--- src/rtl/uart_rx_fifo_if.sv ---
// Signal bundle between the UART receiver/host side and the receive FIFO.
// The master drives strobes, control and ready; the slave (FIFO) drives data and status.
interface uart_rx_fifo_if #(
   parameter int DEPTH_LOG2 = 4
);
   logic                  re;
   logic                  error;
   logic [7:0]            datai;
   logic                  clear;
   logic                  ov_clr;
   logic [DEPTH_LOG2:0]   thresh;
   logic [7:0]            dout;
   logic                  dout_error;
   logic                  dout_valid;
   logic                  dout_ready;
   logic [DEPTH_LOG2:0]   count;
   logic                  full;
   logic                  empty;
   logic                  overflow;
   logic                  level_irq;
   logic [7:0]            err_count;

   modport master (
      output re, error, datai, clear, ov_clr, thresh, dout_ready,
      input  dout, dout_error, dout_valid, count, full, empty, overflow, level_irq, err_count
   );

   modport slave (
      input  re, error, datai, clear, ov_clr, thresh, dout_ready,
      output dout, dout_error, dout_valid, count, full, empty, overflow, level_irq, err_count
   );
endinterface

--- src/rtl/uart_rx_fifo.sv ---
// Receive FIFO behind the UART receiver: stores bytes with an error tag, flags overflow,
// raises a fill-level interrupt and keeps a saturating error-strobe counter.
module uart_rx_fifo #(
   parameter int DEPTH_LOG2  = 4,
   parameter bit DROP_ERRORS = 1'b0
) (
   input  logic            clk,
   input  logic            resetb,
   uart_rx_fifo_if.slave   rx
);
   localparam int                  DEPTH    = 2 ** DEPTH_LOG2;
   localparam int                  CW       = DEPTH_LOG2 + 1;
   localparam logic [CW-1:0]       FULL_CNT = CW'(DEPTH);
   localparam logic [CW-1:0]       CNT_ONE  = CW'(1);
   localparam logic [DEPTH_LOG2-1:0] PTR_ONE = DEPTH_LOG2'(1);

   logic [8:0]            mem [DEPTH];
   logic [DEPTH_LOG2-1:0] wr_ptr;
   logic [DEPTH_LOG2-1:0] rd_ptr;
   logic [CW-1:0]         cnt;
   logic [CW-1:0]         cnt_nxt;
   logic                  ovf;
   logic                  irq;
   logic [7:0]            errs;
   logic                  wr;
   logic                  pop;
   logic                  is_full;
   logic                  has_data;
   logic                  accept;
   logic                  drop;

   function automatic logic [7:0] sat_inc(input logic [7:0] v);
      return (v == 8'hFF) ? v : v + 8'd1;
   endfunction

   assign is_full  = (cnt == FULL_CNT);
   assign has_data = (cnt != '0);
   assign wr       = rx.re | (rx.error & ~DROP_ERRORS);
   assign pop      = has_data & rx.dout_ready;
   // A full FIFO still takes a byte when the head leaves in the same cycle.
   assign accept   = wr & (~is_full | pop);
   assign drop     = wr & is_full & ~pop;

   always_comb begin
      cnt_nxt = cnt;
      if (rx.clear)
         cnt_nxt = '0;
      else if (accept && !pop)
         cnt_nxt = cnt + CNT_ONE;
      else if (pop && !accept)
         cnt_nxt = cnt - CNT_ONE;
   end

   always_ff @(posedge clk or negedge resetb) begin
      if (!resetb) begin
         wr_ptr <= '0;
         rd_ptr <= '0;
         cnt    <= '0;
         ovf    <= 1'b0;
         irq    <= 1'b0;
         errs   <= 8'd0;
      end else if (rx.clear) begin
         wr_ptr <= '0;
         rd_ptr <= '0;
         cnt    <= '0;
         ovf    <= 1'b0;
         irq    <= 1'b0;
         errs   <= 8'd0;
      end else begin
         if (accept) wr_ptr <= wr_ptr + PTR_ONE;
         if (pop)    rd_ptr <= rd_ptr + PTR_ONE;
         cnt <= cnt_nxt;
         if (drop)
            ovf <= 1'b1;
         else if (rx.ov_clr)
            ovf <= 1'b0;
         if (rx.error) errs <= sat_inc(errs);
         irq <= (rx.thresh != '0) && (cnt_nxt >= rx.thresh);
      end
   end

   // Storage carries no reset; only the pointers and count define what is valid.
   always_ff @(posedge clk) begin
      if (accept && !rx.clear)
         mem[wr_ptr] <= {rx.error, rx.datai};
   end

   assign rx.dout       = has_data ? mem[rd_ptr][7:0] : 8'h00;
   assign rx.dout_error = has_data ? mem[rd_ptr][8]   : 1'b0;
   assign rx.dout_valid = has_data;
   assign rx.count      = cnt;
   assign rx.full       = is_full;
   assign rx.empty      = ~has_data;
   assign rx.overflow   = ovf;
   assign rx.level_irq  = irq;
   assign rx.err_count  = errs;
endmodule

--- src/flat_wrapper.sv ---
// flat-port wrapper written by rule: the top's interface ports become plain ports
module uart_rx_fifo_flat 
#(
   parameter int DEPTH_LOG2  = 4,
   parameter bit DROP_ERRORS = 1'b0
)
  (clk, resetb, rx_re, rx_error, rx_datai, rx_clear, rx_ov_clr, rx_thresh, rx_dout_ready, rx_dout, rx_dout_error, rx_dout_valid, rx_count, rx_full, rx_empty, rx_overflow, rx_level_irq, rx_err_count);
  uart_rx_fifo_if #(.DEPTH_LOG2(DEPTH_LOG2)) rx_i ();
  input  logic clk;
  input  logic resetb;
  input wire logic [$bits(rx_i.re)-1:0] rx_re;
  input wire logic [$bits(rx_i.error)-1:0] rx_error;
  input wire logic [$bits(rx_i.datai)-1:0] rx_datai;
  input wire logic [$bits(rx_i.clear)-1:0] rx_clear;
  input wire logic [$bits(rx_i.ov_clr)-1:0] rx_ov_clr;
  input wire logic [$bits(rx_i.thresh)-1:0] rx_thresh;
  input wire logic [$bits(rx_i.dout_ready)-1:0] rx_dout_ready;
  output wire logic [$bits(rx_i.dout)-1:0] rx_dout;
  output wire logic [$bits(rx_i.dout_error)-1:0] rx_dout_error;
  output wire logic [$bits(rx_i.dout_valid)-1:0] rx_dout_valid;
  output wire logic [$bits(rx_i.count)-1:0] rx_count;
  output wire logic [$bits(rx_i.full)-1:0] rx_full;
  output wire logic [$bits(rx_i.empty)-1:0] rx_empty;
  output wire logic [$bits(rx_i.overflow)-1:0] rx_overflow;
  output wire logic [$bits(rx_i.level_irq)-1:0] rx_level_irq;
  output wire logic [$bits(rx_i.err_count)-1:0] rx_err_count;
  assign rx_i.re = rx_re;
  assign rx_i.error = rx_error;
  assign rx_i.datai = rx_datai;
  assign rx_i.clear = rx_clear;
  assign rx_i.ov_clr = rx_ov_clr;
  assign rx_i.thresh = rx_thresh;
  assign rx_i.dout_ready = rx_dout_ready;
  assign rx_dout = rx_i.dout;
  assign rx_dout_error = rx_i.dout_error;
  assign rx_dout_valid = rx_i.dout_valid;
  assign rx_count = rx_i.count;
  assign rx_full = rx_i.full;
  assign rx_empty = rx_i.empty;
  assign rx_overflow = rx_i.overflow;
  assign rx_level_irq = rx_i.level_irq;
  assign rx_err_count = rx_i.err_count;
  uart_rx_fifo #(.DEPTH_LOG2(DEPTH_LOG2), .DROP_ERRORS(DROP_ERRORS)) u_core (.clk(clk), .resetb(resetb), .rx(rx_i));
endmodule
--- config.mk ---
export PLATFORM = sky130hd
export DESIGN_NAME = uart_rx_fifo_flat
export DESIGN_NICKNAME = d
export VERILOG_FILES = /design/src/rtl/uart_rx_fifo_if.sv /design/src/rtl/uart_rx_fifo.sv /design/src/flat_wrapper.sv
export SDC_FILE = /design/constraint.sdc
export NUM_CORES = 1
export LEC_CHECK = 0
export BUFFER_PORTS_ARGS = -buffer_cell sky130_fd_sc_hd__buf_2
export CAP_MARGIN = 20
export CORE_MARGIN = 5
export CORE_UTILIZATION = 56
export CTS_BUF_LIST = sky130_fd_sc_hd__clkbuf_8
export CTS_CLUSTER_DIAMETER = 150
export CTS_CLUSTER_SIZE = 40
export DETAILED_ROUTE_END_ITERATION = 8
export GPL_TIMING_DRIVEN = 0
export PLACE_DENSITY = 0.78
export SLEW_MARGIN = 20
export SYNTH_ARGS = -nofsm -noshare
export SYNTH_HDL_FRONTEND = slang
export SYNTH_SLANG_ARGS = --single-unit
--- constraint.sdc ---
create_clock -name clk -period 2.5 [get_ports clk]
set_clock_uncertainty 0.05 [all_clocks]
set_input_delay 0.5 -clock clk [delete_from_list [all_inputs] [get_ports clk]]
set_output_delay 0.5 -clock clk [all_outputs]
set_load 0.005 [all_outputs]
# After elaboration in Yosys (flattened, before gate mapping)
# Memory sizes are Yosys's and may differ from the RTL's.
# Cells that the tools add are included.
# op_classes
n_mux	19
n_eq_ne	3
n_addsub	5
order_cmp	1
bitwise_logic	9
reduce_logical	14
# op_table
cell	count
8-bit two-way mux	4
5-bit two-way mux	4
4-bit two-way mux	4
5-bit nonzero test	2
4-bit by 1-bit adder with 4-bit output, second input constant	2
8-bit by 1-bit adder with 8-bit output, second input constant	1
8-bit equality test, second input constant	1
1-bit two-way mux	7
2-bit nonzero test	3
5-bit by 1-bit adder with 5-bit output, second input constant	1
5-bit equality test, second input constant	1
5-bit >= comparator	1
5-bit by 1-bit subtractor with 5-bit output, second input constant	1
1-bit bitwise AND	4
1-bit logical AND	4
1-bit zero test	3
1-bit inverter	3
3-bit nonzero test	1
2-bit != test, second input constant	1
1-bit OR	2
2-bit AND reduction	1
# totals
memories	1
input_bits	20
wordCells	58
ram_bits	144
reg_bits	23
# memory_table
memory	depth	width	rd	rd_ports_with_merged_regs	write_ports	line_no	text
u_core.mem	16	9	1	0	1	uart_rx_fifo.sv:17	logic [8:0] mem [DEPTH];

# Depth between registers and ports, before layout
# Gate-level depths: netlist of the first run.
# depth
depth_word	12
ltp_mapped	13
depth_no_buf	12

# Worst setup path before layout of the first run
# OpenSTA, ideal clock, no wires.
# synth_timing
kind	register -> register
from	reg u_core.cnt[0] (netlist: u_core.rx.count[0])
to	reg u_core.irq (netlist: u_core.rx.level_irq)
arrival_time_ns	2.487
required_time_ns	2.323
stages_incl_launch_ff	14
slack_ns	-0.164
n_path_buf	1
path_cell_list	dfrtp_1 > inv_1 > ha_1 > or4b_1 > buf_6 > clkinv_2 > nor2_2 > a21oi_2 > mux2i_1 > ha_1 > nand2b_1 > a211o_1 > o211ai_1 > a21oi_1
# synth_via
elab_chain_cells	12
word_cells_on_any_way	18
cone_classes	add/sub (2); order compare (1); eq/ne (1); mux (4); bitwise (4); reduce/logical (6)
# synth_rtl
element	line_no	text
from (decl)	uart_rx_fifo.sv:20	logic [CW-1:0] cnt;
from (signal assigned)	uart_rx_fifo.sv:72	cnt <= cnt_nxt;
5-bit nonzero test (*)	uart_rx_fifo.sv:37	assign has_data = (cnt != '0);
net rx_dout_valid	flat_wrapper.sv:20	output wire logic [$bits(rx_i.dout_valid)-1:0] rx_dout_valid;
1-bit bitwise AND (*)	uart_rx_fifo.sv:39	assign pop = has_data & rx.dout_ready;
1-bit OR	uart_rx_fifo.sv:41	assign accept = wr & (~is_full | pop);
1-bit bitwise AND	uart_rx_fifo.sv:41	
1-bit zero test	uart_rx_fifo.sv:50	else if (pop && !accept)
1-bit logical AND	uart_rx_fifo.sv:50	
5-bit two-way mux	uart_rx_fifo.sv:50	
5-bit two-way mux (*)	uart_rx_fifo.sv:48	else if (accept && !pop)
5-bit two-way mux (*)	uart_rx_fifo.sv:46	if (rx.clear)
5-bit >= comparator (*)	uart_rx_fifo.sv:78	irq <= (rx.thresh != '0) && (cnt_nxt >= rx.thresh);
1-bit logical AND (*)	uart_rx_fifo.sv:78	
1-bit two-way mux (*)	uart_rx_fifo.sv:62	end else if (rx.clear) begin
to (signal assigned)	uart_rx_fifo.sv:78	
to (decl)	uart_rx_fifo.sv:23	logic irq;
# The timed path passes the listed nets; every way through them passes the cells marked *.
# A chain may end at the register's enable or synchronous reset.

# Final worst setup path of the first run
# layout_timing
from	reg u_core.rd_ptr[2]
to	out rx_dout[7]
# layout_via
elab_chain_cells	2
# layout_rtl
element	line_no	text
from (decl)	uart_rx_fifo.sv:19	logic [DEPTH_LOG2-1:0] rd_ptr;
from (signal assigned)	uart_rx_fifo.sv:71	if (pop) rd_ptr <= rd_ptr + PTR_ONE;
memory 16 x 9 bit	-	
8-bit two-way mux	uart_rx_fifo.sv:88	assign rx.dout = has_data ? mem[rd_ptr][7:0] : 8'h00;
to (decl)	flat_wrapper.sv:18	output wire logic [$bits(rx_i.dout)-1:0] rx_dout;
# Every way passes these cells.

==> results.md, run 1 <==
* Status: finished with violations
* Failing checks: negative setup slack
* Post-DP HPWL at between 9000 and 10000 um
* Via count at 3976
* Largest net degree at the start of global routing at 24
* PortBufs at between 40 and 50
* Pre-antenna DRT Iters at 5
* Non-Filler Instances at between 600 and 700
* Core area at ~13000 um2
* Cell family with most CP delay: multiplexers
* Hold Violations, Final at 0
* Synth warnings at 0
* Post-Synth Simple-Gate Area at roughly 6.8%
* Number of global-route vias before repair at around 4000
* Final setup TNS at -2.170 ns
* Syn avg cell area at 17.22 um2
* R2R cell count at 11
* Tmin final at about 2.8 ns
* Worst slew pin tran at roughly 0.85 ns
* WL/cell at roughly 22 um
* TritonCTS Buffers at 17
* Critical path class: reg2out
* Main combinational cell family by area after synthesis: multiplexers
* Pre-CTS setup slack at -0.4334 ns
* Total Routing Usage GR at approximately a fifth
* Ant diodes at 0
* CP startpoint kind: register
* Post-Place Cells at between 600 and 700
* Syn Inst Count at approximately 410
* Peak VDD IR at 382.3 uV
* Worst path bufs/invs at 3
* Netlist cell types at 47
* GRT met3 Usage at under 10%
* Multi-input gate area in the final layout at 2248 um2
* Initial core utilization at 56.55%
* Clk slew on worst S/H paths at roughly 0.080 ns
* Slew HR at approximately 43%
* Final WL at around 15000 um
* Area of the die at approximately 15000 um2
* DRC viols at 0
* Fin util at between 60% and 70%
* Grt met1 use at between 20% and 30%
* GRT Max-Usage Layer: met2
* Layout net count at about 520
* Io pins at 47
* Pwr Total at between 0.006 and 0.007 W
* Crit share post-route at 111.1%
* Setup WS post-layout at -0.2774 ns
* Ratio of cells with drive above 1 in the final layout at between 30% and 40%
* Iter 0 DRT Violations at 439
* Htree depth at 4
* Setup-failing EPs final at 10
* Worst path cell trace: buf_8, buf_12, mux4_2, nor2b_4, a211oi_2, a211oi_1, buf_2
* FILL cells at 889
* Compound-gate portion of the synthesized area at roughly 4.5%
* Clock sinks at about 170
* Seq/Total Area, Yosys at between 60 and 70%
* CTS tree: built
* Longest Clk Path Bufs at 2
* Critical Path AT at around 2.2 ns
* P_leak at 2.864 nW
* F_max at 0.3600 GHz
* Die height at between 100 and 150 um
* Max-cap violations at 0
* RSZ-0062 raised after global routing: true
* First-pass GRT wire length at around 23000 um
* Row count at 41
* #FFs+latches synth at roughly 170
* Die width at around 120 um
* Worst skew pair latency at ~0.44 ns
* Vias/cell at between 5 and 6
* Max Fanout on Critical Path at 4
* Initial antenna violation count at 0
* Post-synthesis xor/xnor area fraction at less than 1%
* Hold depth at 3
* Layout overhead on the synthesized area at 16.33%
* Adder-Cell Fraction of Synth Area at 2.298%
* Clk root buf: clkbuf_8
* Crit. End Element: output port
* Proportion of synthesized area in mux cells at 14.51%
* Cell Area, Synth at about 7100 um2
* Routed Antenna Nets at 0
* Post-Syn Nets at 444
* WP data required at between 1.5 and 2 ns
* Slowest stage cell, crit path: mux4_2
* Worst min path class: in2reg
* Gp weighted congestion at 0.7901
* CP peak stage delay at ~0.50 ns
* P per Cell Area at 742.1 nW/um2
* Met2 GRT Util at 32.94%
* GRT overflow at 0
* Max Transition Viols Final at 0
* Register area at approximately 4900 um2
* Critical path depth at 7
[path summary, 6_finish.rpt]
path	slack [ns]	to	startpoint
setup / recovery	-0.28	rx_dout[7]	u_core.rd_ptr[2]$_DFFE_PN0P_
hold / removal	0.27	u_core.rx.overflow$_DFFE_PN0P_	rx_ov_clr
setup reg to reg	-0.17	u_core.rx.level_irq$_DFF_PN0_	u_core.rx.count[1]$_DFF_PN0_
hold reg to reg	0.51	u_core.rx.overflow$_DFFE_PN0P_	u_core.rx.overflow$_DFFE_PN0P_
max in group asynchronous	1.47	u_core.rd_ptr[1]$_DFFE_PN0P_	resetb
min in group asynchronous	0.52	u_core.rx.overflow$_DFFE_PN0P_	resetb
[synth_stat cells, drive strengths merged]
cell,instances,area [um2]
xor2,5,43.79
a311oi,2,17.52
nor2,38,145.1
mux2i,16,160.2
nor2b,13,81.33
buf,15,85.07
a21oi,9,48.80
and3,1,6.260
dfrtp,23,575.6
nand4b,1,8.760
nor4,1,6.260
mux2,5,56.30
a211oi,20,150.1
edfxtp,144,4324
or2,1,6.260
o211ai,3,22.52
o22ai,1,12.51
nor3,2,10.01
or4b,1,10.01
nand2b,5,31.28
and4bb,1,12.51
a32oi,1,8.760
or3b,2,17.52
inv,8,30.03
clkinv,1,5.000
nor3b,1,7.510
xnor2,1,8.760
ha,13,162.7
nand2,12,52.55
mux4,36,810.8
clkbuf,5,18.77
nand3,8,40.04
or3,3,18.77
nand4,3,18.77
o21ai,7,38.78
or4,1,7.510
a211o,2,17.52
[state kept, by name, summed over array words and instances (netlist names)]
register / count
u_core.rx.overflow: 1
u_core.wr_ptr: 4
u_core.rx.count: 5
u_core.rx.err_count: 8
u_core.rx.level_irq: 1
u_core.rd_ptr: 4
u_core.mem: 144
[logic make-up after synthesis]
logic type,after synthesis
flops,167
buf+inv,29
mux,57
simple gates,94
fa+ha+maj,13
compound gates,45
xor+xnor,6
[through the flow]
stage / area (um2) / hold WS (ns)
4_1_cts: 8167 / 0.2394
3_5_place_dp: 7531 / 0.4730
5_1_grt: 8234 / 0.2484
6_report: 8234 / 0.2741
2_1_floorplan: 7091 / 0.1544
3_3_place_gp: 7531 / 0.4640
[area by class of cell]
| class | instances | share of cell area (%) |
|---|---|---|
| buffer | 19 | 1.945 |
| clock buffer | 19 | 3.176 |
| timing repair buffer | 57 | 4.270 |
| tap | 172 | 2.614 |
| inverter | 9 | 0.5014 |
| multi-input combinational | 215 | 27.31 |
| sequential | 167 | 59.53 |
| clock inverter | 13 | 0.6534 |
[power breakdown]
part / internal [W] / switching [W] / total [W]
logic: 0.000649 / 0.000753 / 0.00140
clock network: 0.000699 / 0.000858 / 0.00156
registers: 0.00310 / 0.0000550 / 0.00315
total: 0.00445 / 0.00167 / 0.00611
[tightest hold or removal path, stage by stage]
cell      delay (ns)
buf_2           0.07
nand2b_1        0.09
a21oi_1         0.06
[repair_timing]
action,in CTS,in global routing
gates resized for setup,66,16
hold buffers,1,0
buffers inserted,10,0
pin swaps,17,7
gates cloned,1,0
endpoints found under the setup margin,120,119
endpoints found under the hold margin,23,0
[placed cells by master (no fill, tap or decap), types with 13 or more instances in the layout]
cell type  netlist  routed
edfxtp_1       144     144
clkbuf_8         0      19
mux2i_1         16      16
buf_2           11      47
mux4_2          36      36
nor2_1          37      25
inv_1            8      13
dfrtp_1         23      21
[per-layer routing]
layer	share of wire [%]	vias up
met3	6.5	7
li1	-	1771
met4	0.77	0
met5	0	-
met2	50	176
met1	43	2022
No activity file was read; power rests on OpenSTA's default activity.
==> run 2: changes to the inputs <==
==> constraint.sdc (replaced) <==
create_clock -name clk -period 2.5 [get_ports clk]
set_clock_uncertainty 0.05 [all_clocks]
set_input_delay 0.125 -clock clk [delete_from_list [all_inputs] [get_ports clk]]
set_output_delay 0.125 -clock clk [all_outputs]
set_load 0.005 [all_outputs]
==> run 2 against run 1 <==
The run still ends with negative setup slack left. Maximum frequency grew 5.3%. Sequential share of layout area grew 1.2 points. Wire length shrank 1.8%. Combinational power shrank 11%.
==> results.md, run 2 (same netlist as run 1, synthesis figures left out) <==
* Status: finished with violations
* Failing checks: negative setup slack
* Post-DP HPWL at 9632 um (unchanged)
* Htree depth at 4 (unchanged)
* P per Cell Area at 739.2 nW/um2 (-0.40%)
* Fin util at 64.46% (-1.3 points)
* Peak VDD IR at 369.6 uV (-3.3%)
* Gp weighted congestion at 0.7901 (unchanged)
* Met2 GRT Util at 32.05% (-0.89 points)
* Crit. End Element: register
* Via count at 3923 (-1.3%)
* Largest Register: u_core.mem
* Ant diodes at 0 (unchanged)
* Total Routing Usage GR at 20.48% (-0.36 points)
* Clock share of power at 26.2% (+0.7 points)
* Area of the die at 14990 um2 (unchanged)
* Vias/cell at 5.873 (-0.89%)
* Cell family with most CP delay: simple AND/OR/NAND/NOR gates
* Critical path class: reg2reg
* GRT overflow at 0 (unchanged)
* CP peak stage delay at 0.53 ns (+0.03 ns)
* Max Fanout on Critical Path at 5 (+1)
* Io pins at 47 (unchanged)
* FILL cells at 921 (+3.6%)
* Clk slew on worst S/H paths at 0.08 ns (about the same)
* Hold Violations, Final at 0 (unchanged)
* Comb pwr share at 21.0% (-1.9 points)
* TritonCTS Buffers at 17 (unchanged)
* WL/cell at 21.39 um (-1.3%)
* Setup WS post-layout at -0.1370 ns (+0.1404 ns)
* Slew HR at 41.15% (-2.3 points)
* Worst min path class: in2reg
* Layout overhead on the synthesized area at 14.00%
* Clk root buf: clkbuf_8
* Setup-failing EPs final at 1 (-9)
* Number of global-route vias before repair at 4017 (-0.45%)
* Layout net count at 516 (-0.58%)
* First-pass GRT wire length at 22200 um (-1.8%)
* Iter 0 DRT Violations at 401 (-8.7%)
* CTS tree: built
* WP data required at 2.79 ns (+0.84 ns)
* Ratio of cells with drive above 1 in the final layout at 33.06% (-3.2 points)
* Worst skew pair latency at 0.45 ns (about the same)
* Int Pwr at 0.004354 W (-2.0%)
* CP startpoint kind: register
* Worst path bufs/invs at 2 (-1)
* Core area at 12520 um2 (unchanged)
* NetSw at 0.001610 W (-3.3%)
* F_max at 0.3792 GHz (+5.3%)
* GRT met3 Usage at 4.885% (+0.32 points)
* RSZ-0062 raised after global routing: true
* Max-cap violations at 0 (unchanged)
* Worst path cell trace: inv_2, ha_4, or4b_4, buf_4, o21ai_2, a21oi_2, mux2i_1, ha_1, nand2b_4, a211o_1, o211ai_1, a21oi_1
* GRT Max-Usage Layer: met2
* Die height at 122.4 um (unchanged)
* Worst slew pin tran at 0.8795 ns (+0.03374 ns)
* Area after DPL at 7531 um2 (unchanged)
* PortBufs at 45 (unchanged)
* Max Transition Viols Final at 0 (unchanged)
* Sequential Power Share at 52.8% (+1.2 points)
* Slowest stage cell, crit path: or4b_4
* Pre-antenna DRT Iters at 7 (+2)
* Sw Ratio at 26.99% (-0.26 points)
* P_leak at 2.780 nW (-2.9%)
* Die width at 122.4 um (unchanged)
* Final WL at 14290 um (-1.8%)
* Row count at 41 (unchanged)
* Commonest non-fill, non-tap cell in the layout: edfxtp_1
* Initial antenna violation count at 0 (unchanged)
* Longest Clk Path Bufs at 2 (unchanged)
* Max reg flops at 144 (unchanged)
* Critical Path AT at 2.92 ns (+0.69 ns)
* Tmin final at 2.637 ns (-0.1404 ns)
* Final Instance Area at 8069 um2 (-2.0%)
* Grt met1 use at 29.08% (-0.83 points)
* Routed Antenna Nets at 0 (unchanged)
* Clock sinks at 167 (unchanged)
* Initial core utilization at 56.55% (unchanged)
* Most frequent cells in the layout: 144 x edfxtp_1, 49 x buf_2, 36 x mux4_2
* DRC viols at 0 (unchanged)
* Crit share post-route at 105.5% (-5.6 points)
* Largest net degree at the start of global routing at 24 (unchanged)
* Pwr Total at 0.005964 W (-2.4%)
==> run 2: metrics by stage <==
stage	cells	hold slack (ns)	setup WS, ns	TNS (ns)
final	668	0.03727	-0.1370	-0.1370
after CTS	667	0.01530	-0.1809	-10.46
after detailed placement	628	0.09800	-0.3949	-30.50
after floorplan	411	-0.2206	-0.1217	-0.1217
after global routing	668	0.02716	-0.2496	-0.2502
after global placement	628	0.08896	-0.3190	-25.34
==> run 2: path summary, 6_finish.rpt <==
kind                                                   to  cells past startpoint  slack [ns]                            from
setup / recovery            u_core.rx.level_irq$_DFF_PN0_                     12       -0.14    u_core.rx.count[1]$_DFF_PN0_
hold / removal                u_core.mem[11][5]$_DFFE_PP_                      1        0.04                     rx_datai[5]
setup reg to reg            u_core.rx.level_irq$_DFF_PN0_                     12       -0.14    u_core.rx.count[1]$_DFF_PN0_
hold reg to reg            u_core.rx.overflow$_DFFE_PN0P_                      2        0.52  u_core.rx.overflow$_DFFE_PN0P_
max in group asynchronous    u_core.rd_ptr[2]$_DFFE_PN0P_                      2        1.85                          resetb
min in group asynchronous  u_core.rx.overflow$_DFFE_PN0P_                      2        0.14                          resetb
==> run 2: area by class of cell <==
cell class / count / area, um2 / area share [%]
Clock inverter: 13 / 53.80 / 0.6668
Buffer: 18 / 127.6 / 1.582
Sequential cell: 167 / 4902 / 60.75
Clock buffer: 19 / 261.5 / 3.241
Multi-Input combinational cell: 215 / 2160 / 26.76
Tap cell: 172 / 215.2 / 2.667
Inverter: 9 / 38.79 / 0.4807
Timing Repair Buffer: 55 / 310.3 / 3.846
==> run 2: repair_timing <==
action,4_1_cts,5_1_grt
buffers inserted,4,2
gates resized for setup,17,32
pin swaps,1,2
hold endpoints to repair,26,0
setup endpoints to repair,118,118
hold buffers,4,0
==> run 2: routing by layer <==
layer / routed length (um) / vias up / share of wire [%]
li1: - / 1765 / -
met1: 6008 / 1980 / 42
met2: 7033 / 164 / 49
met3: 1065 / 14 / 7.5
met4: 182 / 0 / 1.3
met5: 0 / - / 0
==> run 2: power by group through the flow <==
stage / logic, W / clock network [W] / registers [W]
finish: 0.00125 / 0.00156 / 0.00315
global route: 0.00137 / 0.00171 / 0.00316
CTS: 0.00119 / 0.00159 / 0.00315
detailed placement: 0.00110 / 0 / 0.00322
global placement: 0.00105 / 0 / 0.00321
floorplan: 0.000695 / 0 / 0.00320
==> run 2: worst reg2reg max path, stage by stage (launching register included) <==
cell,delay (ns)
dfrtp_2,0.42
inv_2,0.07
ha_4,0.15
or4b_4,0.53
buf_4,0.17
o21ai_2,0.07
a21oi_2,0.09
mux2i_1,0.12
ha_1,0.30
nand2b_4,0.14
a211o_1,0.24
o211ai_1,0.09
a21oi_1,0.09
